**config.mk**
```make
export PLATFORM = sky130hd
export DESIGN_NAME = xz_operand_mux_pipe
export DESIGN_NICKNAME = d
export VERILOG_FILES = /design/src/rtl/xz_operand_mux_pipe_pkg.sv /design/src/rtl/xz_operand_mux_pipe_ext.sv /design/src/rtl/xz_operand_mux_pipe.sv
export SDC_FILE = /design/constraint.sdc
export NUM_CORES = 1
export LEC_CHECK = 0
export CAP_MARGIN = 15
export CORE_MARGIN = 2
export CORE_UTILIZATION = 35
export DETAILED_ROUTE_END_ITERATION = 16
export PLACE_DENSITY_LB_ADDON = 0.2
export SETUP_SLACK_MARGIN = 0.1
export SLEW_MARGIN = 40
export SYNTH_ARGS = -nofsm -noshare
export SYNTH_HDL_FRONTEND = slang
export SYNTH_SLANG_ARGS = --single-unit
export TNS_END_PERCENT = 1
```
**constraint.sdc**
```tcl
create_clock -name clk -period 1.7 [get_ports clk]
set_input_delay 0.51 -clock clk [delete_from_list [all_inputs] [get_ports clk]]
set_output_delay 0.51 -clock clk [all_outputs]
set_load 0.005 [all_outputs]
```
**src/rtl/xz_operand_mux_pipe_pkg.sv**
```systemverilog
// Shared select encodings and helpers for the X/Z operand-select stage.
package xz_mux_pkg;

    localparam logic [2:0] SEL_IN0  = 3'b000;
    localparam logic [2:0] SEL_IN1  = 3'b001;
    localparam logic [2:0] SEL_IN2  = 3'b010;
    localparam logic [2:0] SEL_IN3  = 3'b011;
    localparam logic [2:0] SEL_ZERO = 3'b100;

    // Codes 101..111 are reserved; they behave like SEL_ZERO on the data path.
    function automatic logic is_reserved_sel(input logic [2:0] sel);
        return sel[2] & (sel[1] | sel[0]);
    endfunction

endpackage

```
**src/rtl/xz_operand_mux_pipe_ext.sv**
```systemverilog
// Combinational zero/sign extender from W_IN bits up to W_OUT bits.
module operand_ext #(
    parameter int W_IN   = 48,
    parameter int W_OUT  = 48,
    parameter bit SIGNED = 1'b0
) (
    input  logic [W_IN-1:0]  din,
    output logic [W_OUT-1:0] dout
);

    generate
        if (W_IN < 1 || W_IN > W_OUT) begin : g_bad_width
            $error("operand_ext: W_IN (%0d) must be in 1..W_OUT (%0d)", W_IN, W_OUT);
            assign dout = '0;
        end else if (W_IN == W_OUT) begin : g_same_width
            assign dout = din;
        end else begin : g_extend
            logic fill;
            assign fill = SIGNED ? din[W_IN-1] : 1'b0;
            assign dout = {{(W_OUT - W_IN){fill}}, din};
        end
    endgenerate

endmodule

```
**src/rtl/xz_operand_mux_pipe.sv**
```systemverilog
// Registered operand-select stage: extend four operands, mux one (or zero),
// and carry it with a valid bit through a 1- or 2-stage clock-enabled pipeline.
module xz_operand_mux_pipe
    import xz_mux_pkg::*;
#(
    parameter int         WIDTH_OUT   = 48,
    parameter int         W_IN0       = 48,
    parameter int         W_IN1       = 48,
    parameter int         W_IN2       = 36,
    parameter int         W_IN3       = 1,
    parameter logic [3:0] SIGN_EXT    = 4'b0100,
    parameter int         PIPE_STAGES = 1
) (
    input  logic                 clk,
    input  logic                 rst,
    input  logic                 ce,
    input  logic [W_IN0-1:0]     in0,
    input  logic [W_IN1-1:0]     in1,
    input  logic [W_IN2-1:0]     in2,
    input  logic [W_IN3-1:0]     in3,
    input  logic [2:0]           sel,
    input  logic                 in_valid,
    input  logic                 sel_err_clr,
    output logic [WIDTH_OUT-1:0] out,
    output logic                 out_valid,
    output logic                 sel_err
);

    generate
        if (PIPE_STAGES != 1 && PIPE_STAGES != 2) begin : g_bad_pipe
            $error("xz_operand_mux_pipe: PIPE_STAGES (%0d) must be 1 or 2", PIPE_STAGES);
        end
    endgenerate

    logic [WIDTH_OUT-1:0] ext0, ext1, ext2, ext3;
    logic [WIDTH_OUT-1:0] mux_data;

    operand_ext #(.W_IN(W_IN0), .W_OUT(WIDTH_OUT), .SIGNED(SIGN_EXT[0])) u_ext0 (.din(in0), .dout(ext0));
    operand_ext #(.W_IN(W_IN1), .W_OUT(WIDTH_OUT), .SIGNED(SIGN_EXT[1])) u_ext1 (.din(in1), .dout(ext1));
    operand_ext #(.W_IN(W_IN2), .W_OUT(WIDTH_OUT), .SIGNED(SIGN_EXT[2])) u_ext2 (.din(in2), .dout(ext2));
    operand_ext #(.W_IN(W_IN3), .W_OUT(WIDTH_OUT), .SIGNED(SIGN_EXT[3])) u_ext3 (.din(in3), .dout(ext3));

    always_comb begin
        mux_data = '0;
        case (sel)
            SEL_IN0: mux_data = ext0;
            SEL_IN1: mux_data = ext1;
            SEL_IN2: mux_data = ext2;
            SEL_IN3: mux_data = ext3;
            default: mux_data = '0;
        endcase
    end

    logic [WIDTH_OUT-1:0] s1_data_d, s1_data_q;
    logic                 s1_vld_d,  s1_vld_q;
    logic                 sel_err_d, sel_err_q;

    // Data is captured even without in_valid; the valid bit alone qualifies it.
    // A set in the same cycle as a clear takes priority.
    always_comb begin
        s1_data_d = s1_data_q;
        s1_vld_d  = s1_vld_q;
        sel_err_d = sel_err_q;
        if (ce) begin
            s1_data_d = mux_data;
            s1_vld_d  = in_valid;
            if (sel_err_clr) begin
                sel_err_d = 1'b0;
            end
            if (in_valid && is_reserved_sel(sel)) begin
                sel_err_d = 1'b1;
            end
        end
    end

    always_ff @(posedge clk) begin
        if (rst) begin
            s1_data_q <= '0;
            s1_vld_q  <= 1'b0;
            sel_err_q <= 1'b0;
        end else begin
            s1_data_q <= s1_data_d;
            s1_vld_q  <= s1_vld_d;
            sel_err_q <= sel_err_d;
        end
    end

    assign sel_err = sel_err_q;

    generate
        if (PIPE_STAGES == 2) begin : g_pipe2
            logic [WIDTH_OUT-1:0] s2_data_d, s2_data_q;
            logic                 s2_vld_d,  s2_vld_q;

            always_comb begin
                s2_data_d = s2_data_q;
                s2_vld_d  = s2_vld_q;
                if (ce) begin
                    s2_data_d = s1_data_q;
                    s2_vld_d  = s1_vld_q;
                end
            end

            always_ff @(posedge clk) begin
                if (rst) begin
                    s2_data_q <= '0;
                    s2_vld_q  <= 1'b0;
                end else begin
                    s2_data_q <= s2_data_d;
                    s2_vld_q  <= s2_vld_d;
                end
            end

            assign out       = s2_data_q;
            assign out_valid = s2_vld_q;
        end else begin : g_pipe1
            assign out       = s1_data_q;
            assign out_valid = s1_vld_q;
        end
    endgenerate

endmodule
```
* Word level (Yosys, flattened, before mapping)
Index checks and enable logic that the tools add are counted.
Cells by class: equality and inequality tests 3, muxes and demuxes 3, bitwise operators 2, reduce and logical (&&, ||, !) cells 4
Operator list (count):
- one-hot mux 48 bit (4 select lines) | 1
- == test 3 x 2 -> 1 bit (second input constant) | 2
- == test 3 x 1 -> 1 bit (second input constant) | 1
- logical NOT 3 bit | 1
- 2-to-1 mux 1 bit | 2
- AND reduction 2 bit | 1
- nonzero test 2 bit | 1
- AND 1 bit | 1
- logical AND 1 bit | 1
- bitwise OR 1 bit | 1
Word-level totals: register bits 50, input bits 141, output and inout bits 50

* Longest topological paths before layout
Gate-level depths: netlist of the first run.
depth after elaboration 5, depth in mapped cells 5

* Cells and area by module
Synthesis of the first run repeated with hierarchy kept, for this count alone.
Unflattened totals: cells, all modules 523, area, all modules 5023.6 sq um
By module, submodules not included:
- xz_operand_mux_pipe | times used 1, cells an instance 330, area each 3578.4 sq um, sequential area each 1001.0 sq um
- operand_ext (u_ext0 ...) | times used 3, cells an instance 48, area each 360.3 sq um, sequential area each 0.0 sq um
- operand_ext (u_ext3) | times used 1, cells an instance 49, area each 364.1 sq um, sequential area each 0.0 sq um

* Least setup slack after synthesis of the first run
Ideal clock, no wire load.
path type in2reg, start point in sel[1], end point reg s1_data_q[35], in the netlist out[35], arrival time 1501 ps, data required time 1642 ps, setup slack 141 ps, cell stages on the path 5, path buffers 2, cell sequence buf_6 -> or4b_4 -> buf_2 -> nor2_1 -> a211o_1
On the way: word-level cells in the longest chain between the ends 2, elaborated cells on any way between the ends 5, classes of those cells eq/ne: 3; mux: 1; reduce/logical: 1
Ends and longest elaborated chain:
- start, declared | line xz_operand_mux_pipe.sv:21 | input logic [2:0] sel,
- == test 3 x 2 -> 1 bit, or another cell as far along | line xz_operand_mux_pipe.sv:45 | case (sel)
- one-hot mux 48 bit (4 select lines) * | line xz_operand_mux_pipe.sv:45
- end signal, assigned | line xz_operand_mux_pipe.sv:82 | s1_data_q <= s1_data_d;
- end, declared | line xz_operand_mux_pipe.sv:54 | logic [WIDTH_OUT-1:0] s1_data_d, s1_data_q;
Every way passes the cells marked *; elsewhere a longest branch is shown, timed or not. A chain may end at the register's enable or synchronous reset.

==> impl_metrics.csv, run 1 <==
group,metric,value,unit
outcome,status,"finished, final reports clean",
cts,hold_buffers,0,
sta,slew_viol_final,0,
synthesis,synthAdderAreaFrac,0,%
placement,gp_congestion,0.748,
placement,place_area,0.00463,sq mm
synthesis,yosys_warnings,0,
sta,relSlewSlack,69.7,%
placement,dp_hpwl,6.89,mm
power_and_ir_drop,power.density,564,mW/mm^2
critical_path,critPathArrivalTime,1790,ps
drt,avgViaCountPerCell,5.08,
synthesis,synth_area_per_cell,9.86,sq um
global_routing,grt.total_usage,20.8,%
critical_path,cp-end-kind,"flop",
global_routing,grt_max_degree,36,
drt,drcViolationCount,0,
cts,tritoncts,"done",
sta,worst_clock_skew,0,ps
synthesis,syn_nets,405,
sta,rsz0062_at_grt,"no",
synthesis,synth_area,0.00260,sq mm
synthesis,ys_ff_latch,50,
placement,place_inst,539,
cts,clock_path_buffers,2,
synthesis,syn_inst,264,
drt,postRouteAntennaNets,0,
critical_path,crit_path_max_fanout,7,
global_routing,antenna_found_initial,0,
drt,drt_iter0_markers,82,
cts,numCtsBuffers,5,
synthesis,synth_xor_xnor_area_share,0,%
global_routing,first_global_vias,2853,
floorplanning,num_rows,31,
cells_and_area,finalNetCount,589,
critical_path,start_kind,"input pin",
flow_run,cap_violations,0,
sta,hold_viol_final,0,
floorplanning,die_y,90.2,um
sta,finalSetupTns,0,ps
cts,clkSlewWorstSetupHoldPaths,100,ps
critical_path,worst_path_largest_cell_delay,590,ps
sta,finalSetupViolCount,0,
placement,port_buffers,190,
sta,tightest_slew,453,ps
worst_hold_path,hold_class,"reg2reg",
drt,wl_per_cell,16.1,um
sta,max_freq,0.649,GHz
global_routing,overflow,0,
sta,timing.final.crit_share,90.6,%
cts,cts_sinks,50,
cells_and_area,fill_cells,635,
cells_and_area,fin_cells,548,
sta,min_period,1540,ps
drt,wl,8.81,mm
synthesis,synthSimpleGateAreaFrac,13.9,%
cts,cts-root-buf,"clkbuf_8",
power_and_ir_drop,p_leak,2.18,nW
floorplanning,pin_count,191,
floorplanning,dieWidth,90.2,um
cts,clk_latency,300,ps
cells_and_area,antenna_cells,0,
cells_and_area,area_growth,80.4,%
power_and_ir_drop,peakVddDrop,0.364,mV
synthesis,synth_top_family_by_area,"compound AO/OA/AOI/OAI gates",
floorplanning,start_util,36.1,%
drt,dr.pass1.iters,4,
cells_and_area,final_cell_area,0.00469,sq mm
critical_path,crit_path_top_delay_cell,"or4b_4",
cts,htree_levels,2,
floorplanning,core_area,0.00721,sq mm
critical_path,crit_type,"in2reg",
synthesis,synth.distinct_cells,19,
synthesis,seq_area_frac_synth,38.5,%
drt,vias,2782,
cells_and_area,drive_above_1_share,10.5,%
critical_path,required,1950,ps
synthesis,synth.area.mux_share,19.3,%
floorplanning,dieArea,0.00814,sq mm
synthesis,synth_compound_area_share,23.2,%
global_routing,grt_first_pass_wirelength,13.9,mm
critical_path,crit_chain,"dlygate4sd2_1, buf_4, or4b_4, nor2_1, a211o_1",
[registers in the layout, indices dropped and copies added (netlist names)]
| name | flops |
|---|---|
| out | 48 |
| sel_err | 1 |
| out_valid | 1 |
[logic make-up (layout without fill, tap and decap cells)]
kind of cell,after synthesis,after routing
simple gates,54,55
mux,49,49
flops,50,50
buf+inv,27,211
compound gates,84,84
[per-stage QoR]
step	utilization [%]	setup slack, ps	hold WS, ps	total power [mW]
global route	65.1	101	471	2.79
CTS	65.1	171	461	2.68
global placement	63.8	-545	442	1.99
detailed placement	64.2	-447	448	2.01
floorplan	-	141	447	1.52
finish	65.1	159	457	2.65
[final timing paths]
check,endpoint,slack (ps),cells past startpoint,start
max,out[40],160,5,rst
min reg2reg,sel_err,460,2,sel_err
min,sel_err,460,2,sel_err
max reg2reg,out[40],1010,1,out[40]
[area by class of cell]
| cell class | count | area, sq um | share of cell area, % |
|---|---|---|---|
| Timing Repair Buffer | 203 | 1970 | 41.9 |
| Clock buffer | 5 | 68.8 | 1.47 |
| Tap cell | 99 | 124 | 2.64 |
| Clock inverter | 3 | 18.8 | 0.400 |
| Multi-Input combinational cell | 188 | 1490 | 31.8 |
| Sequential cell | 50 | 1020 | 21.8 |
[cell usage after synthesis]
| library cell | n | area (sq um) |
|---|---|---|
| a211o_1 | 13 | 114 |
| nor2_1 | 15 | 56.3 |
| o2111ai_1 | 1 | 8.76 |
| or4b_4 | 1 | 13.8 |
| dfxtp_1 | 50 | 1000 |
| a22o_1 | 35 | 307 |
| clkbuf_1 | 13 | 48.8 |
| nor3b_4 | 1 | 18.8 |
| mux2i_1 | 48 | 480 |
| buf_2 | 4 | 20.0 |
| buf_1 | 4 | 15.0 |
| o21ai_0 | 34 | 170 |
| nand2_1 | 2 | 7.51 |
| a21oi_1 | 1 | 5.00 |
| buf_6 | 1 | 11.3 |
| nand3b_1 | 34 | 255 |
| mux4_2 | 1 | 22.5 |
| and4b_1 | 1 | 10.0 |
| buf_4 | 5 | 37.5 |
[per-layer routing]
layer / share of wire, % / vias up / global-route usage (%) / wire, um
met2: 52 / 109 / 38.7 / 4540
met3: 7.5 / 8 / 6.79 / 657
li1: - / 1369 / - / -
met1: 40 / 1296 / 22.9 / 3490
met5: 0 / - / 0 / 0
met4: 1.3 / 0 / 4.74 / 114
[critical path, delay by kind of cell]
kind	cells	cell delay, ps
and+or+nand+nor	2	740
buffers and inverters	2	430
AOI/OAI and AO/OA	1	110
[what timing repair did]
| action | CTS | global route |
|---|---|---|
| setup endpoints to repair | 98 | 2 |
| gates cloned | 1 | 0 |
| pin swaps | 1 | 0 |
| buffers inserted | 0 | 0 |
| resized for setup | 73 | 1 |
[power breakdown]
group	switching [mW]	internal [mW]
logic	0.242	0.470
clock network	0.404	0.291
registers	0.0220	1.22
total	0.668	1.98
[cell usage in the layout, fill, tap and decap left out, drive strengths merged]
cell,netlist,layout
nor2,15,15
a211o,13,13
or4b,1,2
mux4,1,1
dlygate4sd2,0,52
inv,0,1
o21ai,34,34
and4b,1,1
clkbuf,13,5
buf,14,15
a21oi,1,1
nand2,2,2
o2111ai,1,1
nor3b,1,1
dfxtp,50,50
clkdlybuf4s15,0,1
mux2i,48,48
clkdlybuf4s50,0,135
clkinv,0,2
a22o,35,35
nand3b,34,34
Power figures use the tool's default switching activity.
==> run 2: changes to the inputs <==
--- a/config.mk
+++ b/config.mk
@@ -7,9 +7,10 @@
 export LEC_CHECK = 0
 export CAP_MARGIN = 15
 export CORE_MARGIN = 2
-export CORE_UTILIZATION = 35
+export CORE_UTILIZATION = 34
 export DETAILED_ROUTE_END_ITERATION = 16
 export PLACE_DENSITY_LB_ADDON = 0.2
+export REMOVE_ABC_BUFFERS = 1
 export SETUP_SLACK_MARGIN = 0.1
 export SLEW_MARGIN = 40
 export SYNTH_ARGS = -nofsm -noshare
==> run 2 against run 1 <==
Against the previous run: setup slack gained 130 ps; fmax grew 9.2%; count of clock-buffer cells in the layout grew 1; first-iteration DRC count shrank 12%; utilization grew 1.7 points; global-route usage shrank 2.0 points; non-clock buffer count grew 2; routed wire length shrank 6.0%; die area grew 2.8%; largest power group unchanged.
==> impl_metrics.csv, run 2 (synthesis results as in run 1) <==
group,metric,value,unit
critical_path,crit_path_top_delay_cell,"dfxtp_1",
sta,min_period,1410,ps
cts,clock_path_buffers,2,
flow_run,cap_violations,0,
power_and_ir_drop,p_leak,2.85,nW
drt,vias,2784,
cts,numCtsBuffers,5,
sta,timing.final.crit_share,83.0,%
sta,worst_clock_skew,0,ps
critical_path,crit_path_max_fanout,2,
placement,place_inst,541,
floorplanning,pin_count,191,
global_routing,first_global_vias,2717,
floorplanning,core_area,0.00733,sq mm
sta,max_freq,0.709,GHz
cells_and_area,fin_cells,549,
power_and_ir_drop,power.density,546,mW/mm^2
sta,hold_viol_final,0,
critical_path,critPathArrivalTime,900,ps
drt,postRouteAntennaNets,0,
floorplanning,num_rows,31,
critical_path,start_kind,"flop",
worst_hold_path,hold_class,"reg2reg",
cts,clk_latency,290,ps
floorplanning,dieWidth,91.5,um
cells_and_area,largest_reg_flops,48,
cts,cts-root-buf,"clkbuf_8",
sta,finalSetupViolCount,0,
global_routing,grt_first_pass_wirelength,12.9,mm
drt,wl,8.28,mm
cts,htree_levels,2,
power_and_ir_drop,peakVddDrop,0.333,mV
placement,dp_hpwl,6.37,mm
power_and_ir_drop,power,2.68,mW
floorplanning,dieArea,0.00837,sq mm
critical_path,crit_type,"reg2out",
cells_and_area,antenna_cells,0,
drt,wl_per_cell,15.1,um
cells_and_area,final_cell_area,0.00490,sq mm
global_routing,grt_max_degree,41,
global_routing,overflow,0,
critical_path,crit_chain,"dlygate4sd2_1",
cells_and_area,area_growth,88.2,%
placement,place_area,0.00465,sq mm
sta,slew_viol_final,0,
cells_and_area,drive_above_1_share,11.3,%
sta,relSlewSlack,74.4,%
critical_path,worst_path_largest_cell_delay,350,ps
sta,rsz0062_at_grt,"no",
cts,cts_sinks,50,
drt,drcViolationCount,0,
global_routing,grt.total_usage,18.9,%
outcome,status,"finished, final reports clean",
placement,gp_congestion,0.747,
drt,drt_iter0_markers,72,
cells_and_area,finalNetCount,590,
drt,dr.pass1.iters,4,
floorplanning,die_y,91.5,um
cells_and_area,mostFrequentLayoutCells,"clkdlybuf4s50_1, dlymetal6s2s_1, mux2i_1",
cts,clkSlewWorstSetupHoldPaths,90,ps
drt,avgViaCountPerCell,5.07,
critical_path,critPathTopFamily,"flip-flops",
critical_path,required,1190,ps
sta,tightest_slew,385,ps
placement,port_buffers,190,
cts,tritoncts,"done",
floorplanning,start_util,35.5,%
critical_path,cp-end-kind,"output port",
critical_path,path_buf_inv,1,
global_routing,antenna_found_initial,0,
cells_and_area,final_common_cell,"clkdlybuf4s50_1",
## run 2: final timing paths
path,cells past startpoint,end,from,slack (ps)
min reg2reg,2,sel_err,sel_err,460
min,2,sel_err,sel_err,460
max,1,out[23],out[23],290
max reg2reg,1,out[37],out[37],1010
## run 2: power by group
group	switching (mW)	leakage, nW	internal [mW]	total [mW]
clock	0.383	0.0472	0.328	0.710
sequential	0.0219	0.416	1.22	1.24
combinational	0.236	2.39	0.490	0.726
total	0.640	2.85	2.04	2.68
## run 2: final cells by class
cell class,instances,area (sq um)
repair buffers,205,2170
fillers,566,2430
flip-flops and latches,50,1030
multi-input cells,187,1480
well taps,99,124
clock inverters,2,12.5
clock buffers,6,82.6
## run 2: through the flow
step / util (%) / setup slack, ps / setup TNS, ps / hold WS [ps]
after CTS: 64.7 / 3.94 / 0 / 466
after floorplan: - / -705 / -33230 / 447
after global routing: 66.8 / 248 / 0 / 488
after global placement: 63.4 / -229 / -7350 / 444
final: 66.8 / 289 / 0 / 459
after detailed placement: 63.4 / -286 / -9460 / 451
## run 2: repair_timing
action,CTS,global route
setup endpoints to repair,63,97
buffers inserted,0,0
pin swaps,0,1
cloned,0,0
hold buffers,0,0
resized for setup,1,74
## run 2: routing by layer
layer,part of all wire (%),vias up,track usage [%]
met3,7.7,8,5.23
met1,39,1295,20.9
met5,0,-,0
met2,52,114,34.1
met4,1.6,0,6.69
li1,-,1367,-
